`config.mk`:
```
export PLATFORM = sky130hd
export DESIGN_NAME = module_uart_tx
export DESIGN_NICKNAME = d
export VERILOG_FILES = /design/src/rtl/module_uart_tx_pkg.sv /design/src/rtl/module_uart_tx_baud_tick.sv /design/src/rtl/module_uart_tx.sv
export SDC_FILE = /design/constraint.sdc
export NUM_CORES = 1
export LEC_CHECK = 0
export CAP_MARGIN = 40
export CORE_ASPECT_RATIO = 0.8
export CORE_UTILIZATION = 47
export DETAILED_ROUTE_END_ITERATION = 16
export PLACE_DENSITY_LB_ADDON = 0.15
export SETUP_SLACK_MARGIN = 0.5
export SLEW_MARGIN = 30
export SYNTH_ARGS = -nofsm -noshare
export SYNTH_HDL_FRONTEND = slang
export SYNTH_HIERARCHICAL = 1
export SYNTH_SLANG_ARGS = --single-unit
export TNS_END_PERCENT = 20
```
`constraint.sdc`:
```
create_clock -name clk_i -period 3 [get_ports clk_i]
set_clock_uncertainty 0.1 [all_clocks]
set_input_delay 0.3 -clock clk_i [delete_from_list [all_inputs] [get_ports clk_i]]
set_output_delay 0.3 -clock clk_i [all_outputs]
set_load 0.01 [all_outputs]
```
`src/rtl/module_uart_tx_pkg.sv`:
```
// -----------------------------------------------------------------------------
// pkg_UART
// Shared UART types and constants: control register layout, transmitter
// state encoding and default baud divider.
// Configuration macro: UART_TX_PARITY_EN (adds the PARITY state encoding).
// -----------------------------------------------------------------------------
package pkg_UART;

   localparam int UART_BAUD_DIV_DEFAULT = 434;
   localparam int UART_DATA_BITS        = 8;

   // Control register layout shared with the register block.
   typedef struct packed {
      logic [29:0] reserved;
      logic        busy;
      logic        send;
   } uart_ctrl_t;

   // Encodings are pinned so both builds agree on the common states.
   typedef enum logic [2:0] {
      ST_IDLE   = 3'd0,
      ST_START  = 3'd1,
      ST_DATA   = 3'd2,
`ifdef UART_TX_PARITY_EN
      ST_PARITY = 3'd3,
`endif
      ST_STOP   = 3'd4,
      ST_DONE   = 3'd5
   } uart_tx_state_e;

endpackage

```
`src/rtl/module_uart_tx_baud_tick.sv`:
```
// -----------------------------------------------------------------------------
// module_baud_tick_uart
// Bit-period counter for the UART transmitter. Counts 0..BAUD_DIV-1 while
// enabled and flags the last cycle of each bit period with a one-cycle tick.
// Ports:
//   clk  : system clock
//   rst  : synchronous reset, active-high
//   en   : count enable (FSM outside IDLE/DONE)
//   clr  : synchronous clear at frame start
//   tick : high in the cycle where the count equals BAUD_DIV-1 (while enabled)
// -----------------------------------------------------------------------------
module module_baud_tick_uart #(
   parameter int BAUD_DIV = 434
) (
   input  logic clk,
   input  logic rst,
   input  logic en,
   input  logic clr,
   output logic tick
);

   localparam int CNT_W = (BAUD_DIV > 1) ? $clog2(BAUD_DIV) : 1;
   localparam logic [CNT_W-1:0] LAST = CNT_W'(BAUD_DIV - 1);

   logic [CNT_W-1:0] count;

   assign tick = en && (count == LAST);

   // NOTE: sequential state is written with non-blocking assignments only, so
   // every register samples the pre-edge values of its neighbours.
   always_ff @(posedge clk) begin
      if (rst || clr) begin
         count <= '0;
      end else if (en) begin
         count <= tick ? '0 : count + CNT_W'(1);
      end
   end

endmodule

```
`src/rtl/module_uart_tx.sv`:
```
// -----------------------------------------------------------------------------
// module_uart_tx
// UART transmit engine. On a request from the control register's send bit it
// latches data_tx_i[7:0] and emits one frame (start, 8 data bits LSB first,
// optional even parity, stop), then pulses wr_2_o/send_clear_o for one cycle
// so the control register drops send.
// Configuration macro: UART_TX_PARITY_EN (defined: 8E1 frame, else 8N1).
// Ports:
//   clk_i        : system clock
//   rst_i        : synchronous reset, active-high
//   send_i       : transmit request (control register send bit)
//   data_tx_i    : TX data register, payload in bits [7:0]
//   tx_o         : serial line, idles high (registered)
//   busy_o       : frame in progress, through the DONE cycle (registered)
//   wr_2_o       : one-cycle control register write strobe (registered)
//   send_clear_o : one-cycle clear qualifier, paired with wr_2_o (registered)
// -----------------------------------------------------------------------------
module module_uart_tx
   import pkg_UART::*;
#(
   parameter int BAUD_DIV   = UART_BAUD_DIV_DEFAULT,
   parameter int DATA_WIDTH = 32
) (
   input  logic                  clk_i,
   input  logic                  rst_i,
   input  logic                  send_i,
   input  logic [DATA_WIDTH-1:0] data_tx_i,
   output logic                  tx_o,
   output logic                  busy_o,
   output logic                  wr_2_o,
   output logic                  send_clear_o
);

   uart_tx_state_e            state;
   logic [UART_DATA_BITS-1:0] shift_q;
   logic [2:0]                bit_idx;
   logic                      tick;
   logic                      baud_en;
   logic                      baud_clr;
`ifdef UART_TX_PARITY_EN
   logic                      parity_q;
`endif

   // Only the low byte of the data register is transmitted.
   logic unused_data_hi;
   assign unused_data_hi = ^data_tx_i[DATA_WIDTH-1:UART_DATA_BITS];

   assign baud_en  = (state != ST_IDLE) && (state != ST_DONE);
   assign baud_clr = (state == ST_IDLE) && send_i;

   module_baud_tick_uart #(
      .BAUD_DIV (BAUD_DIV)
   ) u_baud_tick (
      .clk  (clk_i),
      .rst  (rst_i),
      .en   (baud_en),
      .clr  (baud_clr),
      .tick (tick)
   );

   always_ff @(posedge clk_i) begin
      if (rst_i) begin
         // NOTE: the shift register is reset as well, so an aborted frame
         // leaves no stale payload behind.
         state        <= ST_IDLE;
         shift_q      <= '0;
         bit_idx      <= '0;
         tx_o         <= 1'b1;
         busy_o       <= 1'b0;
         wr_2_o       <= 1'b0;
         send_clear_o <= 1'b0;
`ifdef UART_TX_PARITY_EN
         parity_q     <= 1'b0;
`endif
      end else begin
         // NOTE: strobes default low every cycle; only the STOP->DONE
         // transition raises them, which makes them single-cycle by design.
         wr_2_o       <= 1'b0;
         send_clear_o <= 1'b0;
         case (state)
            ST_IDLE: begin
               if (send_i) begin
                  shift_q <= data_tx_i[UART_DATA_BITS-1:0];
`ifdef UART_TX_PARITY_EN
                  parity_q <= ^data_tx_i[UART_DATA_BITS-1:0];
`endif
                  bit_idx <= '0;
                  tx_o    <= 1'b0;
                  busy_o  <= 1'b1;
                  state   <= ST_START;
               end
            end
            ST_START: begin
               if (tick) begin
                  tx_o  <= shift_q[0];
                  state <= ST_DATA;
               end
            end
            ST_DATA: begin
               if (tick) begin
                  if (bit_idx == 3'd7) begin
`ifdef UART_TX_PARITY_EN
                     tx_o  <= parity_q;
                     state <= ST_PARITY;
`else
                     tx_o  <= 1'b1;
                     state <= ST_STOP;
`endif
                  end else begin
                     // shift_q[1] is the next bit once the current one retires
                     tx_o    <= shift_q[1];
                     shift_q <= shift_q >> 1;
                     bit_idx <= bit_idx + 3'd1;
                  end
               end
            end
`ifdef UART_TX_PARITY_EN
            ST_PARITY: begin
               if (tick) begin
                  tx_o  <= 1'b1;
                  state <= ST_STOP;
               end
            end
`endif
            ST_STOP: begin
               if (tick) begin
                  wr_2_o       <= 1'b1;
                  send_clear_o <= 1'b1;
                  state        <= ST_DONE;
               end
            end
            ST_DONE: begin
               tx_o   <= 1'b1;
               busy_o <= 1'b0;
               state  <= ST_IDLE;
            end
            default: begin
               tx_o   <= 1'b1;
               busy_o <= 1'b0;
               state  <= ST_IDLE;
            end
         endcase
      end
   end

endmodule

```
==> flow_summary_export.csv <==
group,metric,value,unit
die,num_rows,17,
die,dieArea,3290,µm²
setup_path,slowest_delay,320,ps
clocking,cts_num_sinks,26,
power,cellLeakagePower,0.000607,µW
timing,grt_setup_unrepaired,"no",
setup_path,cpLargestDelayFamily,"simple AND/OR/NAND/NOR gates",
timing,finalWorstSetupSlack,774,ps
die,start_util,51.0,%
outcome,status,"finished, final reports clean",
final_layout,multi_input_area,820,µm²
placement,dpl_worst_slack,730,ps
synth,synth_commonest_cells,"dfxtp_1 (26), a21oi_1 (15), mux2i_1 (12)",
clocking,tritoncts,"done",
clocking,htree_num_levels,1,
grt,grt_max_degree,19,
final_layout,final_layout_size_suffix_gt1_share,9.30,%
timing,max_slew.worst_pin.slew,632,ps
synth,yosysTopAreaCellShare,36.1,%
synth,ys_warn_count,6,
synth,synth_edf_count,0,
setup_path,cp_slowest_cell,"dfxtp_1",
grt,grt_pass1_wl,5.36,mm
timing,post-route-min-period,2230,ps
die,dieHeight,51.5,µm
power,vdd_drop_max,0.241,mV
synth,synth.distinct_cells,43,
synth,netlist_area,1440,µm²
setup_path,cp_max_fo,18,
route,drtPass1Iterations,4,
setup_path,cp.arrival,2330,ps
setup_path,path_cells,"buf_4 > and2_1 > o21bai_2 > nand4_1 > nor3_4 > and3b_2 > o21a_4 > mux2i_1",
timing,relSlewSlack,57.8,%
placement,hpwl,2.13,mm
final_layout,nFillCells,272,
placement,gp_congestion,0.758,
synth,yosysMostFrequentCell,"dfxtp_1",
route,vias_per_cell,5.90,
power,powerDensity,409,nW/µm²
setup_path,critical_path_class,"reg2reg",
route,routedWlPerCell,14.4,µm
clocking,max-clock-path-buffers,2,
synth,synthArstFlopShare,0,%
timing,slew_violations,0,
timing,hold_violations,0,
final_layout,diodes,0,
die,coreArea,2830,µm²
die,die_w,63.9,µm
route,drt_iter0_drc,98,
timing,fmaxAchievable,449,MHz
synth,synth_top_area_cell,"dfxtp_1",
route,vias,1240,
grt,first_global_vias,1183,
job,max-cap-violations,0,
synth,ys.flop_type,"dfxtp_1",
clocking,hold_buffers,0,
final_layout,utilization,58.2,%
grt,track_usage,20.9,%
synth,syn-num-nets,202,
clocking,path_clk_slew,90,ps
clocking,cts-root-buf,"clkbuf_8",
synth,synth_seq_cells,26,
synth,synth_seq_area_share,36.1,%
timing,whs,367,ps
setup_path,path_buf_inv,1,
clocking,cts_buffers,3,
setup_path,setup.worst_path.end_class,"flip-flop",
clocking,clock_latency,260,ps
timing,setup-tns-final,0,ps
route,drc_errors,0,
synth,syn_inst,163,
grt,overflow,0,
power,total_power,674,µW
setup_path,cp_data_required_time,3100,ps
hold_path,hold_class,"reg2reg",
final_layout,seq_area,520,µm²
synth,synth.avg_cell_area,8.84,µm²
placement,port_buffers,14,
final_layout,fin_nets,212,
final_layout,area_delta_synth_final,14.2,%
route,wirelength,3.02,mm
setup_path,start_kind,"flip-flop",
grt,grt_antenna_before_repair,0,
timing,timing.final.setup_violations,0,
synth,synthTopCellsByArea,"dfxtp_1 (36%), mux2i_1 (8.3%), a21oi_1 (5.2%)",
route,postRouteAntennaNets,0,
timing,period_share,74.2,%
die,io_pins,39,
-- flip-flops by register name, indices dropped and copies added (netlist names) --
signal             cells
state                  3
bit_idx                3
shift_q                8
u_baud_tick/count      9
tx_o                   1
busy_o                 1
send_clear_o           1
-- cell usage in the layout (no fill, tap or decap), types with 5 or more instances in the layout --
cell type,netlist,routed
dfxtp_1,26,26
nor3_1,5,5
nand3_1,6,6
a21oi_1,15,15
nor2_1,7,7
o21bai_1,8,7
nand4_1,5,5
clkdlybuf4s50_1,0,14
mux2i_1,12,12
inv_1,5,5
nand2_1,11,11
buf_4,3,6
o311ai_0,7,7
-- power by group --
group | switching (µW) | leakage (µW) | internal [µW]
clock | 106 | 0.0000288 | 117
sequential | 10.4 | 0.000212 | 358
combinational | 39.4 | 0.000367 | 42.6
-- per-stage QoR --
stage	cell area, µm²	instances
after global placement	1590	206
after detailed placement	1590	206
after global routing	1650	210
final	1650	210
after floorplan	1470	163
after CTS	1650	210
-- worst reg2reg max path, stage by stage (launching register included) --
cell      delay [ps]
dfxtp_1          320
buf_4            190
and2_1           160
o21bai_2         150
nand4_1          240
nor3_4           270
and3b_2          300
o21a_4           240
mux2i_1          200
-- logic make-up after synthesis --
family	after synthesis	synth area share, %
and+or+nand+nor	52	19.8
AOI/OAI and AO/OA	44	21.3
DFF	26	36.1
buffers and inverters	20	7.81
muxes	13	9.11
xor gates and xnor gates	4	2.43
adders and majority gates	4	3.47
-- worst paths after layout --
| kind | to | start | slack, ps | cells after the start |
|---|---|---|---|---|
| worst max-delay path | bit_idx[0] | state[0] | 770 | 8 |
| worst min-delay path | shift_q[7] | shift_q[7] | 370 | 2 |
| worst max register to register | bit_idx[0] | state[0] | 770 | 8 |
| worst min register to register | shift_q[7] | shift_q[7] | 370 | 2 |
-- layout make-up --
cell class              instances  share of cell area (%)
clock buffers                   4                    3.34
multi-input cells             117                    49.8
flip-flops and latches         26                    31.6
repair buffers                 20                    11.2
well taps                      38                    2.89
inverters                       5                    1.14
-- routing by layer --
metal	up-vias	global-route usage (%)	wire, µm
met1	597	29.0	1520
met3	0	5.04	113
met5	-	0	0
met2	27	33.0	1390
li1	616	-	-
met4	0	4.17	0
-- repair_timing --
action                                 in CTS  in global routing
setup endpoints to repair                   0                  2
buffers inserted                            0                  0
resized for setup                           0                  1
endpoints found under the hold margin       0                  0
Note: power is estimated with default switching activity, not from simulation.
